### config.mk
export PLATFORM = sky130hd
export DESIGN_NAME = sprite_fifo
export DESIGN_NICKNAME = d
export VERILOG_FILES = /design/src/rtl/sprite_fifo.sv
export SDC_FILE = /design/constraint.sdc
export NUM_CORES = 1
export LEC_CHECK = 0
export BUFFER_PORTS_ARGS = -buffer_cell sky130_fd_sc_hd__buf_4
export CAP_MARGIN = 5
export CELL_PAD_IN_SITES_DETAIL_PLACEMENT = 1
export CELL_PAD_IN_SITES_GLOBAL_PLACEMENT = 1
export CORE_MARGIN = 5
export CORE_UTILIZATION = 30
export CTS_CLUSTER_DIAMETER = 120
export DETAILED_ROUTE_END_ITERATION = 6
export PLACE_DENSITY = 0.55
export SYNTH_ARGS = -nofsm -noshare
export SYNTH_HDL_FRONTEND = slang
export SYNTH_SLANG_ARGS = --single-unit
### constraint.sdc
create_clock -name clk_pixel -period 3.05 [get_ports clk_pixel]
set_input_delay 0.305 -clock clk_pixel [delete_from_list [all_inputs] [get_ports clk_pixel]]
set_output_delay 0.305 -clock clk_pixel [all_outputs]
set_load 0.02 [all_outputs]
### src/rtl/sprite_fifo.sv
// sprite_fifo: show-ahead circular FIFO that carries sprite descriptors from
// the processor to the graphics pipeline in the clk_pixel domain.
// Optional build macro SPRITE_FIFO_CLIP_EN discards pushes whose coordinates
// or frame index lie outside the canvas and counts them as drops.
module sprite_fifo #(
  parameter int CANVAS_WIDTH  = 360,
  parameter int CANVAS_HEIGHT = 720,
  parameter int NUM_FRAMES    = 18,
  parameter int DEPTH         = 64
) (
  input  logic                          clk_pixel,
  input  logic                          sys_rst,
  input  logic                          new_frame,
  input  logic                          sprite_valid_in,
  input  logic [$clog2(CANVAS_WIDTH)-1:0]  sprite_x_in,
  input  logic [$clog2(CANVAS_HEIGHT)-1:0] sprite_y_in,
  input  logic [$clog2(NUM_FRAMES)-1:0]    sprite_frame_in,
  output logic                          sprite_valid_out,
  output logic [$clog2(CANVAS_WIDTH)-1:0]  sprite_x_out,
  output logic [$clog2(CANVAS_HEIGHT)-1:0] sprite_y_out,
  output logic [$clog2(NUM_FRAMES)-1:0]    sprite_frame_out,
  input  logic                          sprite_ready_in,
  output logic [$clog2(DEPTH):0]        count_out,
  output logic                          full_out,
  output logic                          empty_out,
  output logic [15:0]                   drop_count_out
);

  localparam int XW = $clog2(CANVAS_WIDTH);
  localparam int YW = $clog2(CANVAS_HEIGHT);
  localparam int FW = $clog2(NUM_FRAMES);
  localparam int AW = $clog2(DEPTH);
  localparam int CW = AW + 1;
  localparam int EW = XW + YW + FW;

  logic [EW-1:0] mem [DEPTH];
  logic [AW-1:0] wr_ptr;
  logic [AW-1:0] rd_ptr;
  logic [CW-1:0] count;
  logic [AW-1:0] wr_addr;
  logic [EW-1:0] head;
  logic          in_range;
  logic          full;
  logic          drop;
  logic          push;
  logic          pop;

`ifdef SPRITE_FIFO_CLIP_EN
  // Reject descriptors that would land outside the canvas or animation table
  always_comb begin
    in_range = (32'(sprite_x_in) < CANVAS_WIDTH) &&
               (32'(sprite_y_in) < CANVAS_HEIGHT) &&
               (32'(sprite_frame_in) < NUM_FRAMES);
  end
`else
  // Every descriptor is accepted as-is when clipping is not built in
  always_comb begin
    in_range = 1'b1;
  end
`endif

  // Push/pop/drop decisions; a flush frees the whole buffer, so a push that
  // coincides with new_frame is always kept even if the FIFO was full
  always_comb begin
    full    = (count == CW'(DEPTH));
    pop     = sprite_valid_out && sprite_ready_in;
    drop    = sprite_valid_in && (!in_range || (full && !pop && !new_frame));
    push    = sprite_valid_in && !drop;
    wr_addr = new_frame ? '0 : wr_ptr;
  end

  // Storage array has no reset; stale contents are masked by the count
  always_ff @(posedge clk_pixel) begin
    if (push && !sys_rst) begin
      mem[wr_addr] <= {sprite_x_in, sprite_y_in, sprite_frame_in};
    end
  end

  // Pointer and occupancy bookkeeping, with flush on new_frame
  always_ff @(posedge clk_pixel) begin
    if (sys_rst) begin
      wr_ptr <= '0;
      rd_ptr <= '0;
      count  <= '0;
    end else if (new_frame) begin
      rd_ptr <= '0;
      wr_ptr <= push ? AW'(1) : '0;
      count  <= push ? CW'(1) : '0;
    end else begin
      if (push) begin
        wr_ptr <= wr_ptr + AW'(1);
      end
      if (pop) begin
        rd_ptr <= rd_ptr + AW'(1);
      end
      case ({push, pop})
        2'b10:   count <= count + CW'(1);
        2'b01:   count <= count - CW'(1);
        default: count <= count;
      endcase
    end
  end

  // Saturating drop counter; survives frame flushes, cleared only by reset
  always_ff @(posedge clk_pixel) begin
    if (sys_rst) begin
      drop_count_out <= '0;
    end else if (drop && (drop_count_out != 16'hFFFF)) begin
      drop_count_out <= drop_count_out + 16'd1;
    end
  end

  // Show-ahead head presentation; fields read zero whenever nothing is held
  always_comb begin
    sprite_valid_out = (count != '0);
    head             = sprite_valid_out ? mem[rd_ptr] : '0;
    sprite_x_out     = head[EW-1 -: XW];
    sprite_y_out     = head[FW +: YW];
    sprite_frame_out = head[FW-1:0];
    count_out        = count;
    full_out         = full;
    empty_out        = (count == '0);
  end

endmodule

==> report_table.html <==
<table>
<tr><th>Metric</th><th>Value</th></tr>
<tr><th colspan="2">Timing</th></tr>
<tr><td>Worst-case clock skew</td><td>29.2 ps</td></tr>
<tr><td>Maximum achievable frequency</td><td>between 0.2 and 0.3 GHz</td></tr>
<tr><td>Post-layout minimum cycle time</td><td>about 3800 ps</td></tr>
<tr><td>Worst-margin pin slew</td><td>993 ps</td></tr>
<tr><td>Post-route setup TNS</td><td>-13490 ps</td></tr>
<tr><td>Final worst-path setup slack</td><td>-743 ps</td></tr>
<tr><td>Fin. max-slew vios</td><td>0</td></tr>
<tr><td>Worst slew margin relative to its limit</td><td>33.8%</td></tr>
<tr><td>Final-report hold violation count</td><td>0</td></tr>
<tr><td>Fin crit share</td><td>124%</td></tr>
<tr><td>Setup repair after global routing missed its margin</td><td>yes</td></tr>
<tr><td>Final setup vio count</td><td>24</td></tr>
<tr><td>Final hold slack</td><td>between 50 and 60 ps</td></tr>
<tr><th colspan="2">Synth</th></tr>
<tr><td>Mapped Nets</td><td>2939</td></tr>
<tr><td>Syn_area_per_cell</td><td>roughly 21 µm²</td></tr>
<tr><td>Number of register bits inferred by synthesis</td><td>1577</td></tr>
<tr><td>Syn Std Cell Area</td><td>~0.06 mm²</td></tr>
<tr><td>Synth Flop Type</td><td>sky130_fd_sc_hd__edfxtp_1</td></tr>
<tr><td>Biggest area consumer among synthesized cells</td><td>sky130_fd_sc_hd__edfxtp_1</td></tr>
<tr><td>Commonest cells in the netlist</td><td>sky130_fd_sc_hd__edfxtp_1, sky130_fd_sc_hd__mux4_2, sky130_fd_sc_hd__o22ai_1</td></tr>
<tr><td>Async set-or-reset flop fraction in the synthesized netlist</td><td>0%</td></tr>
<tr><td>Largest cells by area after synthesis</td><td>sky130_fd_sc_hd__edfxtp_1, sky130_fd_sc_hd__mux4_2, sky130_fd_sc_hd__mux2_2</td></tr>
<tr><td>Number of distinct library cells after synthesis</td><td>67</td></tr>
<tr><td>Most frequent cell after synthesis</td><td>sky130_fd_sc_hd__edfxtp_1</td></tr>
<tr><td>EDFF count, synth</td><td>1536</td></tr>
<tr><td>Area share of the leading cell type in the synthesized netlist</td><td>between 70% and 80%</td></tr>
<tr><td>Yosys warns</td><td>0</td></tr>
<tr><td>Number of standard cells after synthesis</td><td>2901</td></tr>
<tr><td>Part of the Yosys area used for sequential elements</td><td>77.7%</td></tr>
<tr><th colspan="2">Finish</th></tr>
<tr><td>Number of fill cells in the layout</td><td>between 15000 and 20000</td></tr>
<tr><td>Growth of design area from synthesis to finish</td><td>26.3%</td></tr>
<tr><td>Area used by multi-input combinational logic</td><td>0.0146 mm²</td></tr>
<tr><td>Layout cell share with drive strength beyond 1</td><td>38.8%</td></tr>
<tr><td>Sequential standard cell area</td><td>around 0.047 mm²</td></tr>
<tr><td>Final net count</td><td>3455</td></tr>
<tr><th colspan="2">Setup path</th></tr>
<tr><td>Worst reg2reg setup slack</td><td>240 ps</td></tr>
<tr><td>R2R depth</td><td>8</td></tr>
<tr><td>Critical path type</td><td>register to output port</td></tr>
<tr><td>Destination of the worst register-to-register timing path</td><td>count_out[6]</td></tr>
<tr><td>CP Capture Type</td><td>output port</td></tr>
<tr><td>Maximum fanout count along the critical path</td><td>7</td></tr>
<tr><td>Instance count on the critical path</td><td>10</td></tr>
<tr><td>Crit path largest cell delay</td><td>roughly 560 ps</td></tr>
<tr><td>Critical-path cell list</td><td>buf_6, buf_12, nor4bb_4, buf_6, buf_4, a22o_1, nor2_1, nand4_1, o41ai_4, buf_4</td></tr>
<tr><td>Reg-to-reg critical path startpoint</td><td>count_out[0]</td></tr>
<tr><td>Number of buffers and inverters on the critical path</td><td>5</td></tr>
<tr><td>Crit path DAT</td><td>3490 ps</td></tr>
<tr><td>Master of the slowest instance on the critical path</td><td>sky130_fd_sc_hd__nand4_1</td></tr>
<tr><td>Sort of element at the start of the critical path</td><td>register</td></tr>
<tr><td>Cell family with the largest share of critical-path delay</td><td>simple AND/OR/NAND/NOR gates</td></tr>
<tr><td>Required time at the worst-slack endpoint</td><td>roughly 2700 ps</td></tr>
<tr><th colspan="2">Floorplan</th></tr>
<tr><td>Die Outline Area</td><td>about 0.21 mm²</td></tr>
<tr><td>Core Area</td><td>0.200 mm²</td></tr>
<tr><td>Height of the chip</td><td>between 400 and 500 µm</td></tr>
<tr><td>Effective utilization at floorplan</td><td>30.2%</td></tr>
<tr><td>Die width</td><td>459 µm</td></tr>
<tr><td>I/O pin count</td><td>79</td></tr>
<tr><td>Total number of placement rows</td><td>164</td></tr>
<tr><th colspan="2">Worst hold path</th></tr>
<tr><td>Source of the worst hold timing path</td><td>sprite_x_in[7]</td></tr>
<tr><td>Worst Hold Path Cells</td><td>1</td></tr>
<tr><td>Worst hold endpoint</td><td>mem[3][22]</td></tr>
<tr><td>Path category of the worst min-delay check</td><td>primary input to register</td></tr>
<tr><th colspan="2">Clock network</th></tr>
<tr><td>Latest clock arrival within the worst-skew pair</td><td>810 ps</td></tr>
<tr><td>TritonCTS Buffers</td><td>167</td></tr>
<tr><td>CTS Buffer Depth</td><td>3</td></tr>
<tr><td>Number of levels the H-tree was split into</td><td>4</td></tr>
<tr><td>TritonCTS sink count</td><td>1577</td></tr>
<tr><td>TritonCTS clock tree</td><td>yes</td></tr>
<tr><td>Clock Root Buffer</td><td>sky130_fd_sc_hd__clkbuf_16</td></tr>
<tr><td>Worst-path clk slew</td><td>60 ps</td></tr>
<tr><th colspan="2">Power</th></tr>
<tr><td>Total net switching power</td><td>10.2 mW</td></tr>
<tr><td>Switching Share</td><td>between 20% and 30%</td></tr>
<tr><td>Total internal power</td><td>36.4 mW</td></tr>
<tr><td>Final Total Pwr</td><td>46.6 mW</td></tr>
<tr><td>Share of power burned in combinational logic</td><td>6.2%</td></tr>
<tr><td>Highest ir drop seen on vdd</td><td>0.000611 V</td></tr>
<tr><td>Power per cell area</td><td>611 mW/mm²</td></tr>
<tr><td>Cell leakage power</td><td>23.4 nW</td></tr>
<tr><td>Sequential cell fraction of total power</td><td>roughly half</td></tr>
<tr><td>Clock network power share</td><td>42.6%</td></tr>
<tr><th colspan="2">Drt</th></tr>
<tr><td>Routed length per placed instance</td><td>30.2 µm</td></tr>
<tr><td>Violation count after the first detailed-route iteration</td><td>3179</td></tr>
<tr><td>Detailed-route wire length</td><td>roughly 190000 µm</td></tr>
<tr><td>Remaining antenna violation count after routing</td><td>0</td></tr>
<tr><td>Count of vias placed by the detailed router</td><td>between 30000 and 40000</td></tr>
<tr><td>Routed via count divided by cell count</td><td>5.16</td></tr>
<tr><td>Number of design rule violations left after detail routing</td><td>0</td></tr>
<tr><td>First-pass DRT Iterations</td><td>6</td></tr>
<tr><th colspan="2">Placed design</th></tr>
<tr><td>Pre-CTS WS</td><td>-427 ps</td></tr>
<tr><td>Final weighted congestion of routability-driven global placement</td><td>0.791</td></tr>
<tr><td>DP Wirelength</td><td>110000 µm</td></tr>
<tr><td>Port bufs</td><td>78</td></tr>
<tr><th colspan="2">Global route</th></tr>
<tr><td>Initial antenna violation count</td><td>15</td></tr>
<tr><td>Wire length of the first global-routing pass</td><td>~260000 µm</td></tr>
<tr><td>Via count of the first global-routing pass</td><td>32885</td></tr>
<tr><td>GR Overflow Total</td><td>0</td></tr>
<tr><td>Pin count of the biggest net entering global routing</td><td>65</td></tr>
<tr><td>Total global routing track utilization</td><td>about 18%</td></tr>
<tr><th colspan="2">Status</th></tr>
<tr><td>Result of the run</td><td>complete, but fails checks</td></tr>
<tr><td>Violations in the final reports</td><td>negative setup slack</td></tr>
<tr><th colspan="2">Run</th></tr>
<tr><td>Number of violations of the max-capacitance limit</td><td>0</td></tr>
</table>
worst register-to-register path, stage by stage, from the launching register on:
cell and delay, ps:
sky130_fd_sc_hd__dfxtp_1 380, sky130_fd_sc_hd__or4_1 570, sky130_fd_sc_hd__o211a_1 310, sky130_fd_sc_hd__fa_1 450, sky130_fd_sc_hd__a211oi_1 240, sky130_fd_sc_hd__o21bai_1 120, sky130_fd_sc_hd__a21oi_1 300, sky130_fd_sc_hd__mux2i_1 230
sky130_fd_sc_hd__nand3_1 90
final cells by class:
cell class                      instances  share of cell area, %
Timing Repair Buffer                  506                   7.94
Inverter                                5                 0.0246
Sequential cell                      1577                   61.6
Clock buffer                          195                   5.70
Tap cell                             2656                   4.36
Multi-Input combinational cell       1160                   19.2
Antenna cell                           12                 0.0394
Clock inverter                        104                   1.21
per-layer routing:
layer	wire length [µm]	vias to the layer above	track usage [%]
met5	0	-	0
met4	4640	0	4.81
met3	13300	207	4.39
met2	88300	1073	27.8
met1	81700	17538	24.3
li1	-	13281	-
worst max path at each step:
stage,from,end
detailed placement,register,sprite_y_out[3]
global route,register,sprite_y_out[2]
finish,register,sprite_frame_out[3]
floorplan,count_out[0],mem[25][0]
CTS,register,sprite_frame_out[4]
global placement,register,sprite_frame_out[4]
cells by family after synthesis:
kind of cell	share of synthesized area, %
AOI/OAI and AO/OA	4.00
xor gates and xnor gates	0.247
adders and majority gates	0.199
buffers and inverters	1.19
DFF	77.7
muxes	13.9
and+or+nand+nor	2.77
cells in the final DEF (no fill, tap or decap), types with 27 or more instances in the layout:
cell,n
sky130_fd_sc_hd__mux2_2,95
sky130_fd_sc_hd__clkbuf_16,174
sky130_fd_sc_hd__a211oi_1,34
sky130_fd_sc_hd__nand4_1,30
sky130_fd_sc_hd__o22ai_2,35
sky130_fd_sc_hd__edfxtp_1,1536
sky130_fd_sc_hd__nand2_1,28
sky130_fd_sc_hd__mux2i_1,65
sky130_fd_sc_hd__clkinv_1,42
sky130_fd_sc_hd__clkinv_2,27
sky130_fd_sc_hd__nor2b_1,32
sky130_fd_sc_hd__buf_12,110
sky130_fd_sc_hd__nor2_1,50
sky130_fd_sc_hd__o21ai_0,30
sky130_fd_sc_hd__o22ai_4,28
sky130_fd_sc_hd__buf_6,49
sky130_fd_sc_hd__nor2_2,52
sky130_fd_sc_hd__nor2_4,37
sky130_fd_sc_hd__buf_4,298
sky130_fd_sc_hd__mux4_2,288
sky130_fd_sc_hd__o22ai_1,83
sky130_fd_sc_hd__dfxtp_1,36
power groups by stage:
stage | sequential, mW | combinational (mW) | clock [mW]
global placement | 24.3 | 2.40 | 0
global route | 23.8 | 3.02 | 21.3
detailed placement | 24.3 | 2.43 | 0
floorplan | 24.3 | 0.984 | 0
CTS | 23.8 | 2.84 | 20.2
finish | 23.8 | 2.89 | 19.8
repair_timing:
item / in CTS / in global routing
endpoints found under the setup margin: 24 / 24
hold endpoints to repair: 18 / 0
buffers inserted: 77 / 52
hold buffers: 6 / 0
resized for setup: 315 / 102
pin swaps: 74 / 59
cloned: 14 / 4
through the flow:
step                      utilization, %  instances  area, µm²
after CTS                           37.7       6157      75400
after global placement              33.7       5786      67400
after floorplan                        -       2901      60400
after detailed placement            33.7       5786      67400
after global routing                38.1       6206      76200
final                               38.1       6215      76300
state kept, by name (all words and copies together), names as in the netlist, named ones only:
name            count
wr_ptr              6
mem              1536
rd_ptr              6
drop_count_out     16
count_out           7
(Power assumes the default switching activity.)
